===== src/rtl/ifid_stall_reg.sv =====
// IF->ID pipeline register that absorbs ID's full-stall and jump-stall requests.
// It holds the slot on a full stall and injects NOP bubbles around a possible jump.
module ifid_stall_reg #(
  parameter int              XLEN       = 32,
  parameter logic [XLEN-1:0] NOP_INST   = 32'h0000_0013,
  parameter int              DRAIN_NOPS = 1,
  parameter int              CNT_W      = 32
) (
  input  logic             clk,
  input  logic             rst_n,
  input  logic             full_stall,
  input  logic             jump_stall,
  input  logic             if_valid,
  input  logic [XLEN-1:0]  if_pc,
  input  logic [XLEN-1:0]  if_inst,
  output logic             id_valid,
  output logic [XLEN-1:0]  id_pc,
  output logic [XLEN-1:0]  id_inst,
  output logic             id_bubble,
  output logic [CNT_W-1:0] bubble_cnt
);

  typedef enum logic [1:0] {
    ST_RUN    = 2'd0,
    ST_JSTALL = 2'd1,
    ST_DRAIN  = 2'd2
  } state_t;

  // The jump_stall fall cycle is itself the first drain NOP, so only DRAIN_NOPS-1 remain.
  localparam logic [1:0]       DRAIN_LOAD   = 2'(DRAIN_NOPS - 1);
  localparam state_t           AFTER_JSTALL = (DRAIN_NOPS > 1) ? ST_DRAIN : ST_RUN;
  localparam logic [CNT_W-1:0] CNT_MAX      = '1;

  state_t           state_reg, state_next;
  logic [1:0]       drain_reg, drain_next;
  logic             valid_reg, valid_next;
  logic [XLEN-1:0]  pc_reg, pc_next;
  logic [XLEN-1:0]  inst_reg, inst_next;
  logic             bubble_reg, bubble_next;
  logic [CNT_W-1:0] cnt_reg, cnt_next;
  logic             load_bubble;

  always_comb begin
    state_next  = state_reg;
    drain_next  = drain_reg;
    valid_next  = valid_reg;
    pc_next     = pc_reg;
    inst_next   = inst_reg;
    bubble_next = bubble_reg;
    cnt_next    = cnt_reg;
    load_bubble = 1'b0;

    if (!full_stall) begin
      case (state_reg)
        ST_RUN: begin
          if (jump_stall) begin
            load_bubble = 1'b1;
            state_next  = ST_JSTALL;
          end else begin
            // A fetch gap is passed through as an invalid slot, not an injected bubble
            valid_next  = if_valid;
            pc_next     = if_pc;
            inst_next   = if_valid ? if_inst : NOP_INST;
            bubble_next = 1'b0;
          end
        end
        ST_JSTALL: begin
          load_bubble = 1'b1;
          if (!jump_stall) begin
            drain_next = DRAIN_LOAD;
            state_next = AFTER_JSTALL;
          end
        end
        ST_DRAIN: begin
          load_bubble = 1'b1;
          if (jump_stall) begin
            drain_next = 2'd0;
            state_next = ST_JSTALL;
          end else begin
            drain_next = (drain_reg == 2'd0) ? 2'd0 : drain_reg - 2'd1;
            if (drain_next == 2'd0) begin
              state_next = ST_RUN;
            end
          end
        end
        default: begin
          load_bubble = 1'b1;
          drain_next  = 2'd0;
          state_next  = ST_RUN;
        end
      endcase

      if (load_bubble) begin
        valid_next  = 1'b0;
        inst_next   = NOP_INST;
        bubble_next = 1'b1;
        cnt_next    = (cnt_reg == CNT_MAX) ? cnt_reg : cnt_reg + CNT_W'(1);
      end
    end
  end

  always_ff @(posedge clk or negedge rst_n) begin
    if (!rst_n) begin
      state_reg  <= ST_RUN;
      drain_reg  <= 2'd0;
      valid_reg  <= 1'b0;
      pc_reg     <= '0;
      inst_reg   <= NOP_INST;
      bubble_reg <= 1'b1;
      cnt_reg    <= '0;
    end else begin
      state_reg  <= state_next;
      drain_reg  <= drain_next;
      valid_reg  <= valid_next;
      pc_reg     <= pc_next;
      inst_reg   <= inst_next;
      bubble_reg <= bubble_next;
      cnt_reg    <= cnt_next;
    end
  end

  assign id_valid   = valid_reg;
  assign id_pc      = pc_reg;
  assign id_inst    = inst_reg;
  assign id_bubble  = bubble_reg;
  assign bubble_cnt = cnt_reg;

endmodule

===== config.mk =====
export PLATFORM = sky130hd
export DESIGN_NAME = ifid_stall_reg
export DESIGN_NICKNAME = d
export VERILOG_FILES = /design/src/rtl/ifid_stall_reg.sv
export SDC_FILE = /design/constraint.sdc
export NUM_CORES = 1
export LEC_CHECK = 0
export CAP_MARGIN = 40
export CORE_UTILIZATION = 39
export DETAILED_ROUTE_END_ITERATION = 7
export PLACE_DENSITY_LB_ADDON = 0.08
export REMOVE_ABC_BUFFERS = 1
export SLEW_MARGIN = 15
export SYNTH_ARGS = -nofsm -noshare
export SYNTH_HDL_FRONTEND = slang
export SYNTH_SLANG_ARGS = --single-unit

===== constraint.sdc =====
create_clock -name clk -period 1.8 [get_ports clk]
set_input_delay 0.54 -clock clk [delete_from_list [all_inputs] [get_ports clk]]
set_output_delay 0.54 -clock clk [all_outputs]
set_load 0.05 [all_outputs]

Word level (Yosys, flattened, before mapping)
Cells that the tools add are included.

cells by class
  $add $sub $neg = 2
  multiply operators = 0
  divide/modulo/power cells = 0
  $lt $le $gt $ge = 0
  equality and inequality tests = 7
  shifts and indexed selects = 0
  multiplexer cells = 21
  bitwise logic cells = 4
  reductions and logical operators = 9

operators by type and width
  cell                                                    number
  two-way mux 32 bit                                      4
  adder 32 x 1 -> 32 bit (second input constant)          1
  equality test 32 bit (second input constant)            1
  two-way mux 2 bit                                       6
  one-hot mux 2 bit (3 select lines)                      2
  AND reduction 3 bit                                     4
  two-way mux 1 bit                                       9
  logical NOT 2 bit                                       3
  inequality test 2 bit (second input constant)           2
  inverter 1 bit                                          4
  AND reduction 4 bit                                     1
  inequality test 3 bit (second input constant)           1
  equality test 2 x 1 -> 1 bit (second input constant)    1
  equality test 2 bit (second input constant)             1
  inequality test 2 x 1 -> 1 bit (second input constant)  1
  nonzero test 2 bit                                      1
  subtractor 2 x 1 -> 2 bit (second input constant)       1

word-level totals
  register bits = 102
  bits in latches = 0
  RAM bits = 0
  memory bits (read-only) = 0
  bits of input ports = 69
  output and inout port bits = 98
  logic and storage cells = 50
  memories kept = 0

Longest topological paths before layout
  depth after elaboration = 6
  mapped depth = 7
  gate-level depth less buffers = 6

Worst setup path before layout
Ideal clock, no wire load.

  path kind = flip-flop to flip-flop
  from = register cnt_reg[0] (netlist: bubble_cnt[0])
  to = register cnt_reg[22] (netlist: bubble_cnt[22])
  setup time = 0.142 ns
  arrival time = 2.132 ns
  data required time = 1.658 ns
  setup slack = -0.474 ns
  stages on the path, launching flop included = 7
  path buffers = 0
  clock period less this slack = 2.274 ns
  cells stage by stage = dfrtp_1 > ha_1 > nand4_1 > or4_4 > nor3b_2 > nand3_1 > xnor2_1

on the way
  cells in the longest elaborated chain, start to end = 3
  elaborated cells on any way between the ends = 4
  classes of those cells = add/sub (1); eq/ne (1); bitwise (1); reduce/logical (1)

ends and longest elaborated chain
  element                                                         RTL line  text
  start, declared                                                 40        logic [CNT_W-1:0] cnt_reg, cnt_next;
  start signal, assigned                                          118       cnt_reg <= cnt_next;
  branches (longest 3 deep; another with adder 32 x 1 -> 32 bit)  -

Several ways; the timed one is not identified.
A chain may end at the register's enable or synchronous reset.

Worst setup path after layout
  from = input port full_stall
  to = register cnt_reg[18] (netlist: bubble_cnt[18])

on the way
  cells in the longest elaborated chain, start to end = 2

ends and longest elaborated chain
  element                        RTL line  text
  start, declared                11        input logic full_stall,
  inverter 1 bit (no line)       -
  AND reduction 3 bit (no line)  -

Every way passes these cells.

==> impl_metrics.xml <==
<?xml version="1.0" encoding="UTF-8"?>
<metrics>
  <group name="clocking">
    <metric name="clock-root-buffer" unit="">sky130_fd_sc_hd__clkbuf_8</metric>
    <metric name="cts.htree.levels" unit="">3</metric>
    <metric name="clkLatencyLatePin" unit="ns">0.37</metric>
    <metric name="tritoncts" unit="">done</metric>
    <metric name="hold_buffers" unit="">0</metric>
    <metric name="clock_sink_count" unit="">99</metric>
    <metric name="cts_made_buffers" unit="">9</metric>
    <metric name="clkTransAtPathRegs" unit="ns">0.11</metric>
    <metric name="cts.path.max_buffers" unit="">2</metric>
  </group>
  <group name="detailed_routing">
    <metric name="drt-pass1-iter-count" unit="">4</metric>
    <metric name="vias_per_cell" unit="">4.91</metric>
    <metric name="drc" unit="">0</metric>
    <metric name="ant_nets" unit="">0</metric>
    <metric name="drt_wl_total" unit="um">10300</metric>
    <metric name="num_vias" unit="">3203</metric>
    <metric name="routedWlPerCell" unit="um">15.8</metric>
    <metric name="detail_route.iter0.violations" unit="">72</metric>
  </group>
  <group name="synth">
    <metric name="async_flop_share" unit="%">100</metric>
    <metric name="synth-compound-area-share" unit="%">7.89</metric>
    <metric name="yosys_warnings" unit="">0</metric>
    <metric name="synth_top_cell_by_area" unit="">sky130_fd_sc_hd__dfrtp_1</metric>
    <metric name="synthesis.area_per_instance" unit="um^2">13.7</metric>
    <metric name="synth.top_cells.by_area" unit="">sky130_fd_sc_hd__dfrtp_1 (59%), sky130_fd_sc_hd__mux2_2 (9.6%), sky130_fd_sc_hd__a22o_1 (6.4%)</metric>
    <metric name="synthMuxAreaShare" unit="%">9.58</metric>
    <metric name="synth_fa_ha_area_share" unit="%">0.313</metric>
    <metric name="post_synth_xor_area_fraction" unit="%">6.79</metric>
    <metric name="yosysSeqAreaShare" unit="%">62.1</metric>
    <metric name="synth_seq_cells" unit="">99</metric>
    <metric name="synthDistinctLibCells" unit="">36</metric>
    <metric name="synth_top_family_by_area" unit="">simple AND/OR/NAND/NOR gates</metric>
    <metric name="syn_inst" unit="">291</metric>
    <metric name="most_used_flip_flop_cell_after_synthesis" unit="">sky130_fd_sc_hd__dfrtp_1</metric>
    <metric name="synth-edff-count" unit="">0</metric>
    <metric name="post-synth-top-area-fraction" unit="%">59.5</metric>
    <metric name="syn_area" unit="mm^2">0.00400</metric>
    <metric name="synthSimpleGateAreaFrac" unit="%">11.5</metric>
  </group>
  <group name="critical_path">
    <metric name="r2r_start" unit="">bubble_cnt[1]$_DFFE_PN0P_</metric>
    <metric name="worst_r2r_path_depth" unit="">7</metric>
    <metric name="timing.critical_path.arrival" unit="ns">2.11</metric>
    <metric name="worst_ep_required_time" unit="ns">2.07</metric>
    <metric name="critical_path.max_fanout" unit="">5</metric>
    <metric name="timing.rr.end" unit="">bubble_cnt[18]$_DFFE_PN0P_</metric>
    <metric name="crit_start" unit="">full_stall</metric>
    <metric name="critical_path.cell_chain" unit="">dlygate4sd2_1, o21bai_4, or4_4, a21oi_4, buf_4, nand3_2, xnor2_1</metric>
    <metric name="critical_path.endpoint_type" unit="">register</metric>
    <metric name="max_stage_delay" unit="ns">0.61</metric>
    <metric name="slack_of_the_worst_reg_to_reg_path" unit="ns">-0.04</metric>
    <metric name="critPathSlowestCell" unit="">sky130_fd_sc_hd__or4_4</metric>
    <metric name="crit_path_start_kind" unit="">input pin</metric>
    <metric name="worst-setup-path-type" unit="">in -&gt; reg</metric>
  </group>
  <group name="floorplanning">
    <metric name="floorplan.core_area" unit="mm^2">0.00986</metric>
    <metric name="floorplan.io_pins" unit="">167</metric>
    <metric name="fp.dieArea" unit="mm^2">0.0107</metric>
    <metric name="initial_standard_cell_utilization_of_the_core" unit="%">40.5</metric>
    <metric name="floorplan.die.height" unit="um">103</metric>
    <metric name="floorplan.die.width" unit="um">103</metric>
    <metric name="floorplan.rows" unit="">36</metric>
  </group>
  <group name="sta">
    <metric name="setup_ws" unit="ns">-0.0497</metric>
    <metric name="max_slew.worst_pin.slew" unit="ns">0.453</metric>
    <metric name="endpoints_failing_setup" unit="">3</metric>
    <metric name="final_min_period" unit="ns">1.85</metric>
    <metric name="slew_headroom" unit="%">69.5</metric>
    <metric name="slew_violations" unit="">0</metric>
    <metric name="grt_setup_unrepaired" unit="">true</metric>
    <metric name="timing.fmax" unit="MHz">541</metric>
    <metric name="hold_violations" unit="">0</metric>
    <metric name="fin_crit_sh" unit="%">103</metric>
    <metric name="total_negative_setup_slack" unit="ns">-0.129</metric>
    <metric name="worst_clock_skew" unit="ns">0.0125</metric>
  </group>
  <group name="pwr">
    <metric name="power.static_leakage" unit="nW">3.10</metric>
    <metric name="swShare" unit="%">37.5</metric>
    <metric name="vdd_drop_max" unit="V">0.000906</metric>
    <metric name="report.power.total" unit="mW">6.54</metric>
    <metric name="power.sequential.fraction" unit="%">40.7</metric>
    <metric name="cell_internal_power" unit="mW">4.09</metric>
    <metric name="power.switching" unit="mW">2.45</metric>
    <metric name="combPwrFrac" unit="%">38.8</metric>
    <metric name="power.density" unit="mW/mm^2">971</metric>
    <metric name="clock_power_share" unit="%">20.5</metric>
  </group>
  <group name="job">
    <metric name="max-cap-violations" unit="">0</metric>
  </group>
  <group name="global_routing">
    <metric name="global_route.usage.total" unit="%">19.4</metric>
    <metric name="number_of_global_route_vias_before_repair" unit="">3194</metric>
    <metric name="aggregate_global_routing_overflow" unit="">0</metric>
    <metric name="global_route_wire_length_before_repair" unit="um">15600</metric>
    <metric name="grt_max_degree" unit="">37</metric>
    <metric name="grt_antenna_before_repair" unit="">0</metric>
  </group>
  <group name="finish">
    <metric name="layout_net_count" unit="">584</metric>
    <metric name="final_area" unit="mm^2">0.00673</metric>
    <metric name="n_fill_cell" unit="">738</metric>
    <metric name="antenna_diode_count" unit="">0</metric>
    <metric name="post_route_cells_drive_above_1_share" unit="%">43.5</metric>
    <metric name="area_growth_syn_to_layout" unit="%">68.5</metric>
  </group>
  <group name="status">
    <metric name="violations_in_the_final_reports" unit="">negative setup slack</metric>
    <metric name="status" unit="">complete, but fails checks</metric>
  </group>
  <group name="place">
    <metric name="portBuffers" unit="">166</metric>
    <metric name="routabilityCongestion" unit="">0.836</metric>
    <metric name="dp_hpwl" unit="um">7860</metric>
    <metric name="place_area" unit="mm^2">0.00647</metric>
  </group>
  <group name="min_path">
    <metric name="hold_class" unit="">in -&gt; async</metric>
  </group>
</metrics>
repair_timing:
item                       4_1_cts  5_1_grt
pin swaps                        5        3
resized for setup                6        5
buffers inserted                 1        4
gates cloned                     0        0
setup endpoints to repair       19       24
cell type report:
| type | instances | area, um^2 | area share, % |
|---|---|---|---|
| well taps | 133 | 166 | 2.47 |
| clock buffers | 9 | 124 | 1.84 |
| flip-flops and latches | 99 | 2480 | 36.9 |
| inverters | 7 | 26.3 | 0.390 |
| repair buffers | 223 | 2380 | 35.4 |
| clock inverters | 7 | 60.1 | 0.892 |
| multi-input cells | 174 | 1490 | 22.2 |
layer usage:
metal  wire (um)  global-route usage [%]  vias to the layer above
met1        4170                    23.0                     1568
met5           0                       0                        -
li1            -                       -                     1503
met2        5140                    33.3                      111
met4         272                    9.75                        0
met3         715                    4.30                       21
cells by family after synthesis:
logic type      Yosys count
simple gates             71
mux                      34
xor+xnor                 31
compound gates           37
fa+ha+maj                 1
buf+inv                  18
flops                    99
metrics by stage:
stage          hold WS [ns]  util, %  std cells  setup slack, ns
2_1_floorplan         0.244        -        280            -1.09
3_3_place_gp          0.467     65.6        631           -0.581
3_5_place_dp          0.480     65.6        631           -0.603
4_1_cts               0.106     67.7        648          -0.0323
5_1_grt               0.121     68.3        652           -0.123
6_report             0.0886     68.3        652          -0.0497
synthesized netlist by cell type, drive strengths merged, types with 2 or more instances:
library cell	count
nor3	5
nand3	17
mux2	34
nor4	3
xor2	6
xnor2	25
nand2	10
and3	5
dfstp	4
buf	3
a22o	29
and2	2
nand4	13
nor3b	3
clkbuf	8
nor2	7
inv	7
a21oi	5
dfrtp	95
power groups by stage:
stage / clock [mW] / combinational [mW] / sequential, mW
finish: 1.34 / 2.54 / 2.66
global route: 1.47 / 2.65 / 2.70
detailed placement: 0 / 2.55 / 2.71
floorplan: 0 / 0.328 / 3.72
CTS: 1.39 / 2.56 / 2.66
global placement: 0 / 2.53 / 2.69
worst max-delay path by stage:
stage                                       endpoint  cells past startpoint
final                     bubble_cnt[18]$_DFFE_PN0P_                      7
after global routing      bubble_cnt[18]$_DFFE_PN0P_                      7
after floorplan              id_inst[10]$_DFFE_PN0P_                      3
after CTS                 bubble_cnt[14]$_DFFE_PN0P_                      6
after detailed placement  bubble_cnt[20]$_DFFE_PN0P_                      6
after global placement    bubble_cnt[30]$_DFFE_PN0P_                      6
cells in the final DEF, fill, tap and decap left out, types with 9 or more instances in the layout:
cell type	instances
sky130_fd_sc_hd__buf_4	112
sky130_fd_sc_hd__dfrtp_1	95
sky130_fd_sc_hd__nand4_1	13
sky130_fd_sc_hd__nand2_1	10
sky130_fd_sc_hd__clkbuf_8	9
sky130_fd_sc_hd__clkdlybuf4s50_1	65
sky130_fd_sc_hd__a22o_1	29
sky130_fd_sc_hd__buf_12	43
sky130_fd_sc_hd__mux2_2	34
sky130_fd_sc_hd__xnor2_1	25
sky130_fd_sc_hd__nand3_1	14
critical path, delay by kind of cell:
family / cells / cell delay (ns)
AOI/OAI and AO/OA: 2 / 0.37
and+or+nand+nor: 2 / 0.68
xor gates and xnor gates: 1 / 0.13
buffers and inverters: 2 / 0.39
(Power assumes the default switching activity.)
